===== config.mk =====
export PLATFORM = sky130hd
export DESIGN_NAME = aludec_muldiv
export DESIGN_NICKNAME = d
export VERILOG_FILES = /design/src/rtl/aludec_muldiv.sv
export SDC_FILE = /design/constraint.sdc
export NUM_CORES = 1
export LEC_CHECK = 0
export ABC_AREA = 1
export BUFFER_PORTS_ARGS = -buffer_cell sky130_fd_sc_hd__buf_2
export CELL_PAD_IN_SITES_DETAIL_PLACEMENT = 1
export CELL_PAD_IN_SITES_GLOBAL_PLACEMENT = 1
export CORE_MARGIN = 2
export CORE_UTILIZATION = 35
export CTS_BUF_LIST = sky130_fd_sc_hd__clkbuf_4 sky130_fd_sc_hd__clkbuf_8
export DETAILED_ROUTE_END_ITERATION = 8
export GPL_ROUTABILITY_DRIVEN = 1
export PLACE_DENSITY_LB_ADDON = 0.1
export SETUP_SLACK_MARGIN = 0.05
export SLEW_MARGIN = 5
export SYNTH_ARGS = -nofsm -noshare
export SYNTH_HDL_FRONTEND = slang
export SYNTH_SLANG_ARGS = --single-unit
export TNS_END_PERCENT = 50

===== constraint.sdc =====
create_clock -name clk -period 6.75 [get_ports clk]
set_input_delay 1.35 -clock clk [delete_from_list [all_inputs] [get_ports clk]]
set_output_delay 1.35 -clock clk [all_outputs]
set_load 0.02 [all_outputs]

===== src/rtl/aludec_muldiv.sv =====
// EX-stage ALU decoder with an iterative MIPS multiply/divide engine.
// Decodes aluop/func into alucontrol, selects HI/LO for mfhi/mflo, and
// runs mult/multu/div/divu over WIDTH cycles with a stall handshake.
module aludec_muldiv #(
    parameter int WIDTH  = 32,
    parameter int CTRL_W = 4
) (
    input  logic              clk,
    input  logic              reset,
    input  logic              valid,
    input  logic [1:0]        aluop,
    input  logic [5:0]        func,
    input  logic [WIDTH-1:0]  srca,
    input  logic [WIDTH-1:0]  srcb,
    output logic [CTRL_W-1:0] alucontrol,
    output logic [1:0]        hilosel,
    output logic [WIDTH-1:0]  hi,
    output logic [WIDTH-1:0]  lo,
    output logic              busy,
    output logic              stall,
    output logic              illegal
);

    localparam int CW = $clog2(WIDTH + 1);
    localparam logic [CW-1:0] LAST = CW'(WIDTH - 1);

    localparam logic [5:0] F_ADD   = 6'b100000;
    localparam logic [5:0] F_SUB   = 6'b100010;
    localparam logic [5:0] F_AND   = 6'b100100;
    localparam logic [5:0] F_OR    = 6'b100101;
    localparam logic [5:0] F_SLT   = 6'b101010;
    localparam logic [5:0] F_SLTU  = 6'b101011;
    localparam logic [5:0] F_SLL   = 6'b000000;
    localparam logic [5:0] F_SRL   = 6'b000010;
    localparam logic [5:0] F_MULT  = 6'b011000;
    localparam logic [5:0] F_MULTU = 6'b011001;
    localparam logic [5:0] F_DIV   = 6'b011010;
    localparam logic [5:0] F_DIVU  = 6'b011011;
    localparam logic [5:0] F_MFHI  = 6'b010000;
    localparam logic [5:0] F_MTHI  = 6'b010001;
    localparam logic [5:0] F_MFLO  = 6'b010010;
    localparam logic [5:0] F_MTLO  = 6'b010011;

    typedef enum logic [1:0] {IDLE, RUN, FIX} state_t;

    state_t           state, next_state;
    logic [CW-1:0]    count;
    logic [WIDTH-1:0] mcand;      // multiplicand / divisor magnitude
    logic [WIDTH-1:0] acc_hi;     // partial product high half / partial remainder
    logic [WIDTH-1:0] acc_lo;     // multiplier bits / dividend bits then quotient
    logic             is_div;
    logic             neg_q;      // product or quotient must be negated
    logic             neg_r;      // remainder must be negated
    logic             div0;

    logic [3:0]       code;
    logic             is_md_start;
    logic             is_hilo_fn;
    logic             rtype;
    logic             start;
    logic             mt_hi;
    logic             mt_lo;

    logic [WIDTH:0]   mul_sum;
    logic [WIDTH:0]   div_shift;
    logic [WIDTH-1:0] div_sub;
    logic             div_ge;

    logic             sgn;
    logic             a_neg;
    logic             b_neg;
    logic [WIDTH-1:0] mag_a;
    logic [WIDTH-1:0] mag_b;
    logic [2*WIDTH-1:0] product;

    assign busy  = (state != IDLE);
    assign rtype = aluop[1];

    // func/aluop decode into ALU control, result select and instruction class
    always_comb begin
        code        = 4'b0100;
        illegal     = 1'b0;
        hilosel     = 2'b00;
        is_md_start = 1'b0;
        is_hilo_fn  = 1'b0;
        if (!rtype) begin
            code = aluop[0] ? 4'b1100 : 4'b0100;
        end else begin
            case (func)
                F_ADD:   code = 4'b0100;
                F_SUB:   code = 4'b1100;
                F_AND:   code = 4'b0000;
                F_OR:    code = 4'b0001;
                F_SLT:   code = 4'b1111;
                F_SLTU:  code = 4'b1110;
                F_SLL:   code = 4'b0010;
                F_SRL:   code = 4'b0011;
                F_MULT, F_MULTU, F_DIV, F_DIVU: begin
                    is_md_start = 1'b1;
                    is_hilo_fn  = 1'b1;
                end
                F_MFHI: begin
                    hilosel    = 2'b01;
                    is_hilo_fn = 1'b1;
                end
                F_MFLO: begin
                    hilosel    = 2'b10;
                    is_hilo_fn = 1'b1;
                end
                F_MTHI, F_MTLO: is_hilo_fn = 1'b1;
                default: illegal = valid;
            endcase
        end
        alucontrol = CTRL_W'(code);
    end

    assign stall = valid & rtype & busy & is_hilo_fn;
    assign start = valid & rtype & is_md_start & ~busy;
    assign mt_hi = valid & rtype & (func == F_MTHI) & ~busy;
    assign mt_lo = valid & rtype & (func == F_MTLO) & ~busy;

    // operand magnitudes and per-iteration arithmetic for both engines
    always_comb begin
        sgn       = ~func[0];
        a_neg     = sgn & srca[WIDTH-1];
        b_neg     = sgn & srcb[WIDTH-1];
        mag_a     = a_neg ? -srca : srca;
        mag_b     = b_neg ? -srcb : srcb;
        mul_sum   = {1'b0, acc_hi} + (acc_lo[0] ? {1'b0, mcand} : '0);
        div_shift = {acc_hi, acc_lo[WIDTH-1]};
        div_ge    = (div_shift >= {1'b0, mcand});
        div_sub   = div_shift[WIDTH-1:0] - mcand;
        product   = {acc_hi, acc_lo};
    end

    // state register
    always_ff @(posedge clk) begin
        if (reset) state <= IDLE;
        else       state <= next_state;
    end

    // next-state: IDLE -> RUN on start, RUN for WIDTH edges, one FIX edge
    always_comb begin
        next_state = state;
        case (state)
            IDLE:    if (start) next_state = RUN;
            RUN:     if (count == LAST) next_state = FIX;
            FIX:     next_state = IDLE;
            default: next_state = IDLE;
        endcase
    end

    // datapath: operand capture, shift-add / restoring iterations, sign fix, HI/LO
    always_ff @(posedge clk) begin
        if (reset) begin
            hi     <= '0;
            lo     <= '0;
            count  <= '0;
            mcand  <= '0;
            acc_hi <= '0;
            acc_lo <= '0;
            is_div <= 1'b0;
            neg_q  <= 1'b0;
            neg_r  <= 1'b0;
            div0   <= 1'b0;
        end else begin
            case (state)
                IDLE: begin
                    if (start) begin
                        // multiply is commutative, so both ops load srca into the
                        // shifting register and srcb into the fixed operand
                        mcand  <= mag_b;
                        acc_lo <= mag_a;
                        acc_hi <= '0;
                        count  <= '0;
                        is_div <= func[1];
                        neg_q  <= a_neg ^ b_neg;
                        neg_r  <= a_neg;
                        div0   <= (srcb == '0);
                    end
                    if (mt_hi) hi <= srca;
                    if (mt_lo) lo <= srca;
                end
                RUN: begin
                    count <= count + 1'b1;
                    if (!is_div) begin
                        acc_hi <= mul_sum[WIDTH:1];
                        acc_lo <= {mul_sum[0], acc_lo[WIDTH-1:1]};
                    end else if (div_ge) begin
                        acc_hi <= div_sub;
                        acc_lo <= {acc_lo[WIDTH-2:0], 1'b1};
                    end else begin
                        acc_hi <= div_shift[WIDTH-1:0];
                        acc_lo <= {acc_lo[WIDTH-2:0], 1'b0};
                    end
                end
                FIX: begin
                    if (!is_div) begin
                        {hi, lo} <= neg_q ? -product : product;
                    end else begin
                        // divide-by-zero leaves the dividend magnitude as remainder;
                        // re-applying its sign reproduces srca exactly
                        lo <= div0 ? '1 : (neg_q ? -acc_lo : acc_lo);
                        hi <= neg_r ? -acc_hi : acc_hi;
                    end
                end
                default: ;
            endcase
        end
    end

endmodule


==> metrics.txt <==
Slew Limit Headroom=0.223; first-pass GRT wire length=133 mm; Yosys reg bits=172; share of layout cells above drive strength 1=0.0920; CTS tree=yes; # hold bufs at CTS=0; total CTS buffers=17; WS Path Type=input pin to primary output; CP endpoint kind=primary output; WL/cell=22.8 um; Post-Synth Simple-Gate Area=0.406; port bufs=147; CP max FO=3; EDFF count, synth=0; Leak=9.88 nW; Clock power frac=0.316; Reg power frac=0.429; Comb power frac=0.255; GRT Overall Usage=0.347; Slew @ Worst Pin=1.16 ns; Vias=21600; MaxCap Viol Count=0; Remaining DRCs=0; FF-to-FF Start=mcand[28]; grt total ovfl=0; largest net degree at the start of global routing=75; setup TNS=0 ns; Die ar.=0.0518 mm^2; top-area cell type share of the netlist area=0.197; Post-synth top flop=dfxtp_1; Post-Syn Area per Cell=5.53 um^2; Die Y-Extent=228 um; Adder-Cell Fraction of Synth Area=0.0516; Syn Nets=3308; Pre-Repair DR Iteration Count=5; PD cells=126 mW/mm^2; area grow syn2layout=9.71%; deepest clock path buffer count=2; Achievable Freq=0.253 GHz; worst vdd ir=0.0990 mV; CTS Root Cell=clkbuf_8; CP required=5.40 ns; mux contribution to synthesized area=0; Final nets=3394; Hold Crit Start=lo[0]; Final Hold Slack=0.474 ns; R2R Path End=acc_hi[21]; register area share after synthesis=0.197; Yosys cell types=53; final worst slack=2.79 ns; FFs w/ async S/R, synth=0; CTS clk-pin slew, worst paths=0.09 ns; cell area after layout=0.0192 mm^2; Net Switching=0.942 mW; Post-DP HPWL=72.3 mm; Hold Path Sink=lo[0]; largest family of logic cells by synthesized area=simple AND/OR/NAND/NOR gates; Skew-Pair Late Insertion Delay=0.57 ns; Post-CTS Resized=0; setup repair bufs after CTS=0; Sw Share=0.390; Clock Sinks=172; Final Wtd Congestion=0.956; Ys Warns=0; number of global-route vias before repair=21400; DP Worst Slack=2.81 ns; startpoint types=input pin; Slew Limit Fails=0; flop2flop setup slack=3.07 ns; crit path time final=3.96 ns; initial DRC count=1333; core area=0.0492 mm^2; crit share post-route=0.586; final hold vios=0; effective utilization at floorplan=0.356; dominant cells by area after synthesis=dfxtp_1, nand2_1, inv_1; Placed Area=0.0188 mm^2; Antenna Nets Post-Route=0; post-layout util=0.390; worst reg2reg path depth=12; P_int=1.47 mW; status=complete, no violations; HP Class=flop to flop; Min-Delay Path Depth=2; Core Rows=81; WP data arrival=2.61 ns; Die X=228 um; area leader, netlist=dfxtp_1; Compound-Gate Fraction of Synth Area=0.192; Layout Skew=0.0233 ns; synthesized area=0.0175 mm^2; vias per inst=5.50; # IOs=148; routed wire length=89.6 mm; initial antenna violation count=3; Synth Area in XOR/XNOR=0.0170; Final setup viols=0; RSZ-0062 raised after global routing=no; CTS H-tree lvls=4; post-synthesis cell count=3162
## how the worst max path moves through the flow
| stage | start | to | slack, ns | cells after the start |
|---|---|---|---|---|
| after global routing | func[2] | alucontrol[3] | 2.64 | 11 |
| after global placement | func[2] | alucontrol[3] | 2.76 | 11 |
| final | func[2] | alucontrol[3] | 2.79 | 11 |
| after CTS | func[2] | alucontrol[3] | 2.80 | 11 |
| after detailed placement | func[2] | alucontrol[3] | 2.81 | 11 |
| after floorplan | func[3] | illegal | 3.01 | 9 |
## placed cells by master, fill, tap and decap left out, types with 19 or more instances in the layout
| master | instances |
|---|---|
| ha_1 | 69 |
| nor2_1 | 320 |
| xor2_1 | 28 |
| nor3_1 | 37 |
| nand4_1 | 34 |
| o21ai_0 | 226 |
| a31oi_1 | 46 |
| a21oi_1 | 258 |
| nand2_1 | 876 |
| clkbuf_8 | 19 |
| inv_2 | 19 |
| inv_1 | 471 |
| buf_2 | 146 |
| dfxtp_1 | 171 |
| buf_4 | 37 |
| nand3_1 | 301 |
## routing by layer
layer | share of wire | GRT usage
met5 | 0.00013 | 0
met4 | 0.065 | 0.212
met3 | 0.037 | 0.0404
met2 | 0.49 | 0.616
met1 | 0.41 | 0.398
## registers in the layout (all words and copies together), names as in the netlist, 2 cells and up
name	flops
lo	32
state	2
count	6
hi	32
acc_lo	32
acc_hi	32
mcand	32
## power groups by stage
stage	Sequential, mW	Combinational, mW	Clock (mW)
floorplan	1.05	0.394	0
global placement	1.06	0.594	0
detailed placement	1.06	0.606	0
CTS	1.04	0.609	0.785
global route	1.04	0.665	0.810
finish	1.04	0.616	0.762
## cell families (layout without fill, tap and decap cells)
group           count (synthesis)  count (layout)
simple gates                 1660            1660
compound gates                615             615
buf+inv                       610             709
flops                         172             172
fa+ha+maj                      71              71
xor+xnor                       34              34
other cells                     0               1
## final cells by class
type                            instances  area, um^2
Antenna cell                            1        2.50
Timing Repair Buffer                  183        1010
Inverter                              494        1850
Clock buffer                           22         284
Sequential cell                       172        3440
Fill cell                            6965       30000
Tap cell                              664         831
Multi-Input combinational cell       2380       11700
Clock inverter                         10        82.6
## stage by stage
stage,std cells,total power [mW]
3_5_place_dp,3893,1.67
6_report,3926,2.41
4_1_cts,3925,2.43
2_1_floorplan,3162,1.45
5_1_grt,3926,2.51
3_3_place_gp,3893,1.65
## cells in the mapped netlist (5+ instances only)
library cell,instances
ha_1,69
buf_2,17
xor2_1,28
nand3b_1,10
xnor2_1,6
o211ai_1,16
nand2_1,876
buf_1,11
nor3_1,37
nand3_1,301
nor2_1,322
or2_2,12
clkinv_1,5
dfxtp_1,172
nand4_1,34
o21bai_1,7
o21ai_0,226
clkbuf_1,76
inv_2,17
nor4_1,7
nand2_2,11
a31oi_1,46
a21oi_1,258
inv_1,472
nand3_2,7
nor2_4,5
buf_6,8
a22o_1,18
o21ai_1,13
o31ai_1,8
nor2_2,17
## worst max-delay path: stages
cell and delay [ns]:
buf_2 0.12, nor2_1 0.12, inv_1 0.07, nor2_1 0.20, inv_1 0.07, nor2_1 0.13
inv_1 0.08, nor2_1 0.12, nor3_1 0.08, nor2_1 0.09, buf_2 0.17
Note: power is estimated with default switching activity, not from simulation.
